--- config.mk ---
export PLATFORM = sky130hd
export DESIGN_NAME = sram_write_ctrl
export DESIGN_NICKNAME = d
export VERILOG_FILES = /design/src/rtl/sram_pkg.sv /design/src/rtl/sram_write_ctrl_sync_fifo.sv /design/src/rtl/sram_write_ctrl.sv
export SDC_FILE = /design/constraint.sdc
export NUM_CORES = 1
export LEC_CHECK = 0
export CAP_MARGIN = 40
export CELL_PAD_IN_SITES_DETAIL_PLACEMENT = 0
export CELL_PAD_IN_SITES_GLOBAL_PLACEMENT = 2
export CORE_UTILIZATION = 47
export CTS_BUF_LIST = sky130_fd_sc_hd__clkbuf_2
export DETAILED_ROUTE_END_ITERATION = 10
export PLACE_DENSITY = 0.87
export SKIP_LAST_GASP = 1
export SLEW_MARGIN = 15
export SYNTH_ARGS = -nofsm -noshare
export SYNTH_HDL_FRONTEND = slang
export SYNTH_SLANG_ARGS = --single-unit
--- constraint.sdc ---
create_clock -name Clk -period 6.3 [get_ports Clk]
set_input_delay 0.945 -clock Clk [delete_from_list [all_inputs] [get_ports Clk]]
set_output_delay 0.945 -clock Clk [all_outputs]
set_load 0.05 [all_outputs]
--- src/rtl/sram_pkg.sv ---
// Shared definitions for the SRAM write path.
//   SRAM_ADDR_W / SRAM_DATA_W : default SRAM word address / data widths
//   sram_wr_req_t             : one buffered write request {addr, data, be}
//   wr_state_t                : write-cycle sequencer states
package sram_pkg;

    localparam int unsigned SRAM_ADDR_W = 20;
    localparam int unsigned SRAM_DATA_W = 16;

    typedef struct packed {
        logic [SRAM_ADDR_W-1:0] addr;
        logic [SRAM_DATA_W-1:0] data;
        logic [1:0]             be;     // [1]=upper byte, [0]=lower byte
    } sram_wr_req_t;

    typedef enum logic [1:0] {
        IDLE,
        SETUP,
        PULSE,
        HOLD
    } wr_state_t;

endpackage

--- src/rtl/sram_write_ctrl_sync_fifo.sv ---
// sync_fifo: synchronous first-word-fall-through FIFO of write requests.
//   clk_i, rst_ni : clock, synchronous active-low reset (flushes the FIFO)
//   push_i        : write push_data_i when not full (ignored while full)
//   pop_i         : drop head_o when not empty
//   head_o        : oldest entry, valid whenever empty_o==0
//   count_o       : number of stored entries (0..DEPTH)
//   full_o/empty_o: status derived from registered count only
// DEPTH must be a power of two so the pointers wrap naturally.
module sync_fifo
    import sram_pkg::*;
#(
    parameter type         ENTRY_T = sram_wr_req_t,
    parameter int unsigned DEPTH   = 8
) (
    input  logic                   clk_i,
    input  logic                   rst_ni,
    input  logic                   push_i,
    input  ENTRY_T                 push_data_i,
    input  logic                   pop_i,
    output ENTRY_T                 head_o,
    output logic [$clog2(DEPTH):0] count_o,
    output logic                   full_o,
    output logic                   empty_o
);

    localparam int unsigned PW = $clog2(DEPTH);
    localparam logic [PW:0] FULL_CNT = (PW+1)'(DEPTH);

    ENTRY_T        mem_q [DEPTH];
    logic [PW-1:0] wr_ptr_q;
    logic [PW-1:0] rd_ptr_q;
    logic [PW:0]   count_q;
    logic          do_push;
    logic          do_pop;

    assign full_o  = (count_q == FULL_CNT);
    assign empty_o = (count_q == '0);
    assign do_push = push_i && !full_o;
    assign do_pop  = pop_i && !empty_o;
    assign head_o  = mem_q[rd_ptr_q];
    assign count_o = count_q;

    always_ff @(posedge clk_i) begin
        if (!rst_ni) begin
            wr_ptr_q <= '0;
            rd_ptr_q <= '0;
            count_q  <= '0;
        end else begin
            if (do_push) wr_ptr_q <= wr_ptr_q + 1'b1;
            if (do_pop)  rd_ptr_q <= rd_ptr_q + 1'b1;
            case ({do_push, do_pop})
                2'b10:   count_q <= count_q + 1'b1;
                2'b01:   count_q <= count_q - 1'b1;
                default: count_q <= count_q;
            endcase
        end
    end

    // Storage needs no reset: entries are only read once counted valid.
    always_ff @(posedge clk_i) begin
        if (do_push) mem_q[wr_ptr_q] <= push_data_i;
    end

endmodule

--- src/rtl/sram_write_ctrl.sv ---
// sram_write_ctrl: buffers write requests and replays them as timed
// asynchronous-SRAM write cycles (SETUP, WE_CYCLES of PULSE, HOLD).
//   Clk, Reset          : clock, synchronous active-low reset
//   wr_valid/wr_ready   : request handshake; wr_addr/wr_data/wr_be payload
//   rd_active           : read path wants the bus; checked only between cycles
//   bus_owned           : this block drives the SRAM pins (top-level mux select)
//   SRAM_ADDR, Data_to_SRAM, data_drive, CE_N, WE_N, UB_N, LB_N : registered pins
//   fifo_count, idle    : buffer occupancy, nothing queued and sequencer idle
module sram_write_ctrl
    import sram_pkg::*;
#(
    parameter int unsigned ADDR_W     = SRAM_ADDR_W,
    parameter int unsigned DATA_W     = SRAM_DATA_W,
    parameter int unsigned FIFO_DEPTH = 8,
    parameter int unsigned WE_CYCLES  = 2
) (
    input  logic                        Clk,
    input  logic                        Reset,
    input  logic                        wr_valid,
    output logic                        wr_ready,
    input  logic [ADDR_W-1:0]           wr_addr,
    input  logic [DATA_W-1:0]           wr_data,
    input  logic [1:0]                  wr_be,
    input  logic                        rd_active,
    output logic                        bus_owned,
    output logic [ADDR_W-1:0]           SRAM_ADDR,
    output logic [DATA_W-1:0]           Data_to_SRAM,
    output logic                        data_drive,
    output logic                        CE_N,
    output logic                        WE_N,
    output logic                        UB_N,
    output logic                        LB_N,
    output logic [$clog2(FIFO_DEPTH):0] fifo_count,
    output logic                        idle
);

    localparam int unsigned CNT_W = (WE_CYCLES > 1) ? $clog2(WE_CYCLES) : 1;

    typedef struct packed {
        logic [ADDR_W-1:0] addr;
        logic [DATA_W-1:0] data;
        logic [1:0]        be;
    } req_t;

    req_t                        push_req;
    req_t                        head;
    logic                        fifo_full;
    logic                        fifo_empty;
    logic                        fifo_pop;
    logic [$clog2(FIFO_DEPTH):0] fifo_cnt;
    logic                        launch;
    logic                        discard;

    wr_state_t         state_q;
    logic [CNT_W-1:0]  cnt_q;
    logic [ADDR_W-1:0] addr_q;
    logic [DATA_W-1:0] data_q;
    logic              bus_owned_q;
    logic              drive_q;
    logic              ce_n_q;
    logic              we_n_q;
    logic              ub_n_q;
    logic              lb_n_q;

    assign push_req = '{addr: wr_addr, data: wr_data, be: wr_be};

    sync_fifo #(
        .ENTRY_T (req_t),
        .DEPTH   (FIFO_DEPTH)
    ) u_fifo (
        .clk_i       (Clk),
        .rst_ni      (Reset),
        .push_i      (wr_valid),
        .push_data_i (push_req),
        .pop_i       (fifo_pop),
        .head_o      (head),
        .count_o     (fifo_cnt),
        .full_o      (fifo_full),
        .empty_o     (fifo_empty)
    );

    // Head decisions are only made between bus cycles (IDLE or HOLD).
    // A be==0 head seen in HOLD is left queued; IDLE discards it next cycle.
    always_comb begin
        launch  = 1'b0;
        discard = 1'b0;
        if (!fifo_empty && !rd_active) begin
            case (state_q)
                IDLE: begin
                    if (head.be == 2'b00) discard = 1'b1;
                    else                  launch  = 1'b1;
                end
                HOLD:    launch = (head.be != 2'b00);
                default: ;
            endcase
        end
    end

    assign fifo_pop = launch | discard;

    always_ff @(posedge Clk) begin
        if (!Reset) begin
            state_q     <= IDLE;
            cnt_q       <= '0;
            addr_q      <= '0;
            data_q      <= '0;
            bus_owned_q <= 1'b0;
            drive_q     <= 1'b0;
            ce_n_q      <= 1'b1;
            we_n_q      <= 1'b1;
            ub_n_q      <= 1'b1;
            lb_n_q      <= 1'b1;
        end else begin
            case (state_q)
                IDLE, HOLD: begin
                    if (launch) begin
                        state_q     <= SETUP;
                        addr_q      <= head.addr;
                        data_q      <= head.data;
                        ub_n_q      <= ~head.be[1];
                        lb_n_q      <= ~head.be[0];
                        bus_owned_q <= 1'b1;
                        drive_q     <= 1'b1;
                        ce_n_q      <= 1'b0;
                        we_n_q      <= 1'b1;
                    end else if (state_q == HOLD) begin
                        // Release the bus; address/data keep their last value.
                        state_q     <= IDLE;
                        bus_owned_q <= 1'b0;
                        drive_q     <= 1'b0;
                        ce_n_q      <= 1'b1;
                        ub_n_q      <= 1'b1;
                        lb_n_q      <= 1'b1;
                    end
                end
                SETUP: begin
                    state_q <= PULSE;
                    we_n_q  <= 1'b0;
                    cnt_q   <= CNT_W'(WE_CYCLES - 1);
                end
                PULSE: begin
                    if (cnt_q == '0) begin
                        state_q <= HOLD;
                        we_n_q  <= 1'b1;
                    end else begin
                        cnt_q <= cnt_q - 1'b1;
                    end
                end
                default: state_q <= IDLE;
            endcase
        end
    end

    assign wr_ready     = !fifo_full;
    assign fifo_count   = fifo_cnt;
    assign idle         = fifo_empty && (state_q == IDLE);
    assign bus_owned    = bus_owned_q;
    assign SRAM_ADDR    = addr_q;
    assign Data_to_SRAM = data_q;
    assign data_drive   = drive_q;
    assign CE_N         = ce_n_q;
    assign WE_N         = we_n_q;
    assign UB_N         = ub_n_q;
    assign LB_N         = lb_n_q;

endmodule

# ---- After elaboration in Yosys (flattened, before gate mapping)
# Memory sizes are Yosys's and may differ from the RTL's. A register that Yosys moved wholly into a read port is not among the register bits.
# Index checks and enable logic that the tools add are counted.
dict set report totals {
  regBits 54
  ramBits 304
  word_cells 75
  n_memories 1
}
# name words width read_ports rd_ports_with_merged_regs wr line
set memory_table {}
lappend memory_table {u_fifo.mem_q 8 38 1 1 1 sram_write_ctrl_sync_fifo.sv:29} ;# ENTRY_T mem_q [DEPTH];
dict set report op_classes {
  addsub 5
  n_eq_ne 9
  n_mux 26
  bitwise 3
  n_reduce_logical 19
}
# op count
set ops {}
lappend ops {{2-to-1 mux 1 bit} 16}
lappend ops {{case mux 4 bit (2 select lines)} 1}
lappend ops {{AND reduction 2 bit} 4}
lappend ops {{nonzero test 2 bit} 4}
lappend ops {{adder 3 x 1 -> 3 bit, second input constant} 2}
lappend ops {{equality test 2 bit, second input constant} 3}
lappend ops {{2-to-1 mux 2 bit} 3}
lappend ops {{2-to-1 mux 3 bit} 2}
lappend ops {{case mux 2 bit (3 select lines)} 1}
lappend ops {{adder 4 x 1 -> 4 bit, second input constant} 1}
lappend ops {{equality test 2 x 1 -> 1 bit, second input constant} 2}
lappend ops {{equality test 4 bit, second input constant} 1}
lappend ops {{logical AND 1 bit} 4}
lappend ops {{logical NOT 2 bit} 2}
lappend ops {{logical NOT 4 bit} 1}
lappend ops {{!= test 2 bit, second input constant} 2}
lappend ops {{case mux 1 bit (2 select lines)} 2}
lappend ops {{subtractor 4 x 1 -> 4 bit, second input constant} 1}
lappend ops {{logical NOT 1 bit} 3}
lappend ops {{!= test 3 bit, second input constant} 1}
lappend ops {{case mux 1 bit (3 select lines)} 1}
lappend ops {{NOT 1 bit} 2}
lappend ops {{OR reduction 2 bit} 1}
lappend ops {{OR 1 bit} 1}
lappend ops {{subtractor 1 bit, second input constant} 1}

# ---- Longest topological paths before layout
# Gate-level depths: netlist of the first run.
dict set report logic_depth {
  ltp_word 8
  depth_mapped 15
  mapped_depth_nobuf 14
}

# ---- Cells and area by module
# Synthesis of the first run repeated with hierarchy kept, for this count alone.
dict set report unflattened {
  cells_unflattened 724
  hier_area_um2 14003.4
}
# module n_inst cells_per_inst area_per_inst_um2 seq_area_each_um2
set modules_own_cells {}
lappend modules_own_cells {sync_fifo 1 513 12087.8 9389.0}
lappend modules_own_cells {sram_write_ctrl 1 211 1915.6 880.8}

# ---- Worst setup path after synthesis of the first run
# Ideal clock, no wire load.
dict set report synth_path {
  path_type {reg2reg}
  startpoint {reg u_fifo.count_q[1] (netlist: u_fifo.count_o[1])}
  endpoint {mem u_fifo.mem_q[0][0] (netlist name) (enable)}
  setup_time_ps 529
  arrival_ps 5336
  required_time_ps 5771
  path_slack_ps 435
  stages_incl_launch_ff 6
  period_less_slack_ps 5865
  cell_sequence {dfxtp_1 buf_2 nor3_1 nand2_1 nand2_1 nor4_1}
}
dict set report synth_via {
  elab_chain_cells 5
}
# item line
set synth_rtl {}
lappend synth_rtl {{start: declaration} sram_write_ctrl_sync_fifo.sv:32} ;# logic [PW:0] count_q;
lappend synth_rtl {{start signal: assignment} sram_write_ctrl_sync_fifo.sv:52} ;# 2'b10: count_q <= count_q + 1'b1;
lappend synth_rtl {{start signal: assignment} sram_write_ctrl_sync_fifo.sv:53} ;# 2'b01: count_q <= count_q - 1'b1;
lappend synth_rtl {{start signal: assignment} sram_write_ctrl_sync_fifo.sv:54} ;# default: count_q <= count_q;
lappend synth_rtl {{equality test 4 bit} sram_write_ctrl_sync_fifo.sv:36} ;# assign full_o = (count_q == FULL_CNT);
lappend synth_rtl {{logical NOT 1 bit} -}
lappend synth_rtl {{named net wr_ready} sram_write_ctrl.sv:20} ;# output logic wr_ready,
lappend synth_rtl {{logical AND 1 bit} sram_write_ctrl_sync_fifo.sv:38} ;# assign do_push = push_i && !full_o;
lappend synth_rtl {{2-to-1 mux 1 bit} sram_write_ctrl_sync_fifo.sv:61} ;# if (do_push) mem_q[wr_ptr_q] <= push_data_i;
lappend synth_rtl {{2-to-1 mux 1 bit (not written as such)} sram_write_ctrl_sync_fifo.sv:61}
lappend synth_rtl {{end: declaration} sram_write_ctrl_sync_fifo.sv:29}
# The timed path passes the listed nets, and every way through them passes these cells.

# ---- Worst setup path after layout of the first run
dict set report layout_path {
  startpoint {reg u_fifo.count_q[0] (netlist: u_fifo.count_o[0])}
  endpoint {out idle}
}
dict set report layout_via {
  elab_chain_cells 2
}
# item line
set layout_rtl {}
lappend layout_rtl {{logical NOT 4 bit} sram_write_ctrl_sync_fifo.sv:37} ;# assign empty_o = (count_q == '0);
lappend layout_rtl {{logical AND 1 bit} sram_write_ctrl.sv:156} ;# assign idle = fifo_empty && (state_q == IDLE);
lappend layout_rtl {{end: declaration} sram_write_ctrl.sv:34} ;# output logic idle
# Every way passes these cells.

==> metrics.md, run 1 <==
| Metric | Value |
|---|---|
| Status | completed |
| DR vias | 6,953 |
| Min Clock Period, post-route | 3620 ps |
| Synth Area in XOR/XNOR | 0.321% |
| Reg2reg path depth | 12 |
| GR peak layer | met2 |
| Crit path capture type | output pin |
| Mux cell area share after synthesis | 15.8% |
| Synth unique cells | 34 |
| TritonRoute pass-1 iters | 5 |
| M1 GR Usage | 23.4% |
| Post-Route Utilization | 55.8% |
| DRC violation count after routing | 0 |
| Vias in the first global route | 7,284 |
| WP data arrival | 2680 ps |
| Core Footprint | 28,600 um^2 |
| #FFs+latches synth | 361 |
| Synth-to-Final Area Change | 17.0% |
| Hold Crit Class | register to register |
| Cell chain of the critical path | nor4_1 -> and2_1 -> clkdlybuf4s50_1 |
| CP Max Fanout | 8 |
| TNS Setup | 0 ps |
| Sw frac | 31.2% |
| Max Clock Skew | 80.4 ps |
| Die Y | 172 um |
| Count of hold-fix buffers inserted at cts | 0 |
| Area post-placement | 15,100 um^2 |
| CTS Buf Count | 87 |
| Clock Power Share | 26.9% |
| Post-synthesis adder-cell area fraction | 0.825% |
| GR Util met3 | 4.10% |
| Overall routing resource usage | 18.7% |
| Starting Density | 47.7% |
| Crit. path cell count | 3 |
| Num rows | 62 |
| Leakage | 5.12 nW |
| Max stage delay on crit path | 790 ps |
| Final Wtd Congestion | 0.759 |
| Setup CP Type | register to output pin |
| Power Density | 376 nW/um^2 |
| Final wirelength | 26,400 um |
| Hold Startpoint | u_fifo.rd_ptr_q[2] |
| Maximum clock rate | 276 MHz |
| Clk Latency, worst-skew pair | 880 ps |
| # Max-Cap Violations | 0 |
| Clock Path Buffers | 3 |
| Layout cells sized above 1 | 28.4% |
| P_int | 0.00413 W |
| Vias per inst | 5.33 |
| Die Wd | 172 um |
| Port Buf Inserts | 89 |
| Post-DRT Antenna Nets | 0 |
| Wirelength per Cell | 20.3 um |
| Root buf cell | clkbuf_2 |
| # setup viols final | 0 |
| Worst rel slew slack | 52.5% |
| Worst VDD drop | 0.130 mV |
| RSZ-0062 raised after global routing | false |
| Compound-Gate Fraction of Synth Area | 3.48% |
| Reported net switching power | 0.00187 W |
| Pins Over Slew Limit | 0 |
| Die area | 29,700 um^2 |
| Reg power frac | 48.3% |
| Req. time, crit path | 5350 ps |
| Most frequent cells in the layout | 304 x edfxtp_1, 130 x clkbuf_2, 89 x clkdlybuf4s50_1 |
| Hold Vio Cnt, Final | 0 |
| Syn nets | 738 |
| Initial drt markers | 509 |
| Synth Flop Type | edfxtp_1 |
| Yosys Warn Count | 0 |
| # fillers | 2,179 |
| Final instance area | 16,000 um^2 |
| Gate Count Post-Synth | 687 |
| Final net count | 895 |
| Post-DP HPWL | 15,000 um |
| Htree depth | 3 |
| Post-Synth Simple-Gate Area | 2.81% |
| Reg2reg end | u_fifo.count_o[2] |
| CTS resizes | 0 |
| Sink Count | 361 |
| Main combinational cell family by area after synthesis | multiplexers |
| Slowest cell on crit path | clkdlybuf4s50_1 |
| Delay-heaviest family, CP | buffers and inverters |
| GR Overflow Total | 0 |
| Number of post-CTS setup repair buffers | 0 |
| Initial antenna violation count | 4 |
| Comb pwr share | 24.7% |
| Post-Syn Area | 13,700 um^2 |
| WP buf/inv | 1 |
| CTS tree | built |
| FFs w/ async S/R, synth | 0% |
| Post-synth EDFFs | 304 |
| Most common cell after layout, fill and taps aside | edfxtp_1 |
| Syn avg cell area | 19.9 um^2 |
| Hold path cells | 2 |
| Final Cycle Share | 57.5% |
| Largest net degree at the start of global routing | 64 |
| Clk slew on worst S/H paths | 110 ps |
| # IOs | 90 |
| Sequential area share after synthesis | 75.2% |
| Reg2reg setup slack | 2730 ps |
| Worst-margin pin slew | 712 ps |
| CP Launch Type | register |
| GR Util met2 | 31.2% |
| First-pass GRT wire length | 40,400 um |
-- worst register-to-register path, cell delays in order (launching register included) --
cell	delay (ps)
dfxtp_2	620
buf_4	610
mux2i_1	550
and4_1	340
nor2_1	80
inv_1	80
ha_1	250
xor2_1	180
ha_1	160
a21oi_1	50
xor2_1	160
or3_1	310
a21oi_1	130
-- per-layer routing --
metal | part of all wire [%] | wire [um]
met1 | 41 | 10800
met2 | 51 | 13500
met3 | 5.9 | 1560
met4 | 2.2 | 576
met5 | 0.042 | 11
-- kinds of logic (layout without fill, tap and decap cells) --
family	after synthesis	count (layout)
AO/OA/AOI/OAI	64	64
other	0	4
XOR/XNOR	5	5
buffers and inverters	43	272
AND/OR/NAND/NOR	86	86
multiplexers	119	119
flip-flops	361	361
adder cells (fa/ha/maj)	9	9
-- worst max-delay path by stage --
stage | start | to | slack (ps)
CTS | u_fifo.count_o[0] | idle | 2580
detailed placement | rd_active | u_fifo.count_o[3] | 2680
global route | u_fifo.count_o[0] | idle | 2490
finish | u_fifo.count_o[0] | idle | 2680
global placement | register | u_fifo.count_o[2] | 2570
floorplan | u_fifo.count_o[1] | u_fifo.mem_q[0][0] | 440
-- flip-flops by register name, indices dropped and copies added, names as in the netlist, named ones only --
name and flops:
cnt_q 1, u_fifo.count_o 4, state_q 2, u_fifo.mem_q 304, SRAM_ADDR 20, u_fifo.rd_ptr_q 3, LB_N 1, CE_N 1
u_fifo.wr_ptr_q 3, data_drive 1, UB_N 1, Data_to_SRAM 16, WE_N 1
-- cell usage after synthesis (3+ instances only) --
library cell | count | area share [%]
o21ai_0 | 11 | 0.40
a211oi_1 | 29 | 1.6
a211oi_2 | 8 | 0.73
clkbuf_1 | 18 | 0.49
mux2i_1 | 41 | 3.0
mux4_2 | 76 | 13
edfxtp_1 | 304 | 67
or3_1 | 3 | 0.14
xor2_1 | 5 | 0.32
buf_2 | 14 | 0.51
ha_1 | 9 | 0.82
nor2_1 | 49 | 1.3
nand3_1 | 3 | 0.11
nand2b_1 | 4 | 0.18
dfxtp_1 | 57 | 8.4
nor3_1 | 9 | 0.33
a21oi_1 | 10 | 0.37
nand2_1 | 11 | 0.30
buf_6 | 4 | 0.33
inv_1 | 5 | 0.14
-- power groups by stage --
stage          Sequential (W)  Combinational (W)  Clock (W)
4_1_cts               0.00291            0.00151    0.00166
6_report              0.00290            0.00148    0.00162
5_1_grt               0.00293            0.00159    0.00179
2_1_floorplan         0.00322           0.000809          0
3_5_place_dp          0.00296            0.00150          0
3_3_place_gp          0.00299            0.00141          0
-- through the flow --
stage               power, W  cells  hold slack [ps]  worst slack (ps)
CTS                  0.00608   1300              485              2580
global placement     0.00440   1135              453              2570
floorplan            0.00403    687              449               435
global route         0.00631   1303              509              2490
detailed placement   0.00446   1139              467              2680
finish               0.00600   1304              490              2680
-- layout make-up --
| type | instances | area [um^2] | area share [%] |
|---|---|---|---|
| multi-input combinational | 283 | 3220 | 20.2 |
| timing repair buffer | 106 | 1080 | 6.78 |
| sequential | 361 | 10300 | 64.3 |
| clock inverter | 31 | 235 | 1.47 |
| antenna | 4 | 10.0 | 0.0626 |
| clock buffer | 130 | 651 | 4.07 |
| tap | 384 | 480 | 3.01 |
| inverter | 5 | 18.8 | 0.117 |
Note: power is estimated with default switching activity, not from simulation.
==> run 2: changes to the inputs <==
==> constraint.sdc (replaced) <==
create_clock -name Clk -period 3.45 [get_ports Clk]
set_input_delay 0.5175 -clock Clk [delete_from_list [all_inputs] [get_ports Clk]]
set_output_delay 0.5175 -clock Clk [all_outputs]
set_load 0.05 [all_outputs]
==> run 2 against run 1 <==
Final cell count decreased by 0.38%. Die area unchanged. Sequential share of layout area up 0.21 points. Utilization shrank 0.18 points. Largest power group unchanged. Setup slack worse by 2400 ps. Combinational power rose by 85%. Global-route usage up 0.19 points. Clock power up 60%.
==> metrics.md, run 2 (synthesis gave the netlist of run 1 again) <==
| Metric | Value |
|---|---|
| Die area | 29,700 um^2 |
| CP Launch Type | register |
| Largest reg by FF count | u_fifo.mem_q |
| Post-DRT Antenna Nets | 0 |
| Cells after DPL | 1,146 |
| Port Buf Inserts | 89 |
| Starting Density | 47.7% |
| Req. time, crit path | 2930 ps |
| Reg2Reg Launch Point | state_q[1] |
| TritonRoute pass-1 iters | 5 |
| Clk slew on worst S/H paths | 100 ps |
| First-pass GRT wire length | 40,500 um |
| TNS Setup | 0 ps |
| Vias in the first global route | 7,340 |
| Hold Startpoint | wr_data[1] |
| Post-Route Utilization | 55.6% |
| Synth-to-Final Area Change | 16.6% |
| Setup CP Type | register to output pin |
| Num rows | 62 |
| Initial antenna violation count | 3 |
| Final instance area | 15,900 um^2 |
| Hold Vio Cnt, Final | 0 |
| Reg2reg end | u_fifo.count_o[3] |
| Hold Path Sink | u_fifo.mem_q[0][3] |
| Most common cell after layout, fill and taps aside | edfxtp_1 |
| Worst VDD drop | 0.297 mV |
| Die Wd | 172 um |
| Leakage | 5.07 nW |
| CTS tree | built |
| Final wirelength | 27,000 um |
| CTS Buf Count | 83 |
| Reg2reg setup slack | 270 ps |
| Final net count | 898 |
| Pins Over Slew Limit | 0 |
| Post-DP HPWL | 14,800 um |
| Status | completed |
| Die Y | 172 um |
| Most frequent cells in the layout | 304 x edfxtp_1, 130 x clkbuf_2, 89 x clkdlybuf4s50_1 |
| Worst rel slew slack | 50.3% |
| Wirelength per Cell | 20.8 um |
| CP Max Fanout | 8 |
| Layout cells sized above 1 | 28.8% |
| Power Density | 667 nW/um^2 |
| Fin cells | 1,299 |
| Pre-CTS WS | 232 ps |
| Sink Count | 361 |
| Hold Crit Class | input port to register |
| # setup viols final | 0 |
| Final WS setup | 263 ps |
| Root buf cell | clkbuf_2 |
| Maximum clock rate | 314 MHz |
| DR vias | 7,008 |
| Final Cycle Share | 92.4% |
| Slowest cell on crit path | clkdlybuf4s50_1 |
| Cell chain of the critical path | nor4_1 -> and2_1 -> clkdlybuf4s50_1 |
| Min Clock Period, post-route | 3190 ps |
| Reg2reg path depth | 12 |
| RSZ-0062 raised after global routing | false |
| Max stage delay on crit path | 800 ps |
| GR Overflow Total | 0 |
| Final Wtd Congestion | 0.700 |
| Area post-placement | 15,200 um^2 |
| WP data arrival | 2670 ps |
| # Max-Cap Violations | 0 |
| Clock Path Buffers | 3 |
| DRC violation count after routing | 0 |
| Worst-margin pin slew | 746 ps |
| Vias per inst | 5.39 |
| Htree depth | 3 |
| Number of flip-flops in the largest register | 304 |
| Initial drt markers | 479 |
| Largest net degree at the start of global routing | 60 |
| Overall routing resource usage | 18.9% |
| # IOs | 90 |
| Hold path cells | 1 |
| Clk Latency, worst-skew pair | 870 ps |
| Max Clock Skew | 80.5 ps |
| Core Footprint | 28,600 um^2 |
| Crit path capture type | output pin |
-- run 2: cell types whose count changed in the layout (fill, tap and decap cells not counted), sizes merged --
cell,change
clkinv,-9
bufinv,-4
diode,-1
inv,+1
buf,+7
clkinvlp,+1
-- run 2: final cells by class --
type | count | area, um^2
Fill cell | 2170 | 12700
Sequential cell | 361 | 10300
Multi-Input combinational cell | 283 | 3260
Timing Repair Buffer | 113 | 1130
Clock buffer | 130 | 651
Tap cell | 384 | 480
Clock inverter | 20 | 103
Inverter | 5 | 18.8
Antenna cell | 3 | 7.51
-- run 2: worst max-delay path by stage --
stage | from | end | slack [ps] | depth (start not counted)
2_1_floorplan | u_fifo.count_o[1] | u_fifo.mem_q[1][0] | -290 | 5
6_report | u_fifo.count_o[0] | idle | 260 | 3
5_1_grt | state_q[0] | u_fifo.count_o[2] | 60 | 13
3_3_place_gp | rd_active | u_fifo.count_o[2] | 260 | 12
3_5_place_dp | rd_active | u_fifo.count_o[3] | 230 | 11
4_1_cts | u_fifo.count_o[0] | idle | 180 | 3
-- run 2: through the flow --
step / total power, W / hold slack (ps)
2_1_floorplan: 0.00736 / 449
3_3_place_gp: 0.00805 / 447
3_5_place_dp: 0.00815 / 471
4_1_cts: 0.0108 / 244
5_1_grt: 0.0112 / 257
6_report: 0.0106 / 364
-- run 2: power breakdown --
group | switching, W | total (W) | internal [W]
Combinational | 0.00159 | 0.00274 | 0.00115
Sequential | 0.000212 | 0.00528 | 0.00507
Clock | 0.00158 | 0.00259 | 0.00101
Total | 0.00338 | 0.0106 | 0.00723
-- run 2: layer usage --
metal  track usage (%)  wire [um]
met5                 0          0
met4              6.96        359
met3              5.17       1790
met2              33.0      14200
met1              22.3      10700
-- run 2: worst max-delay path, delay by kind of cell, from the launching register on --
kind,cells,cell delay (ps)
buffers and inverters,1,800
and+or+nand+nor,2,670
DFF,1,390
-- run 2: repair_timing --
| action | in CTS | in global routing |
|---|---|---|
| setup buffers | 0 | 0 |
| setup endpoints to repair | 0 | 1 |
| hold buffers | 0 | 0 |
| resized for setup | 0 | 1 |
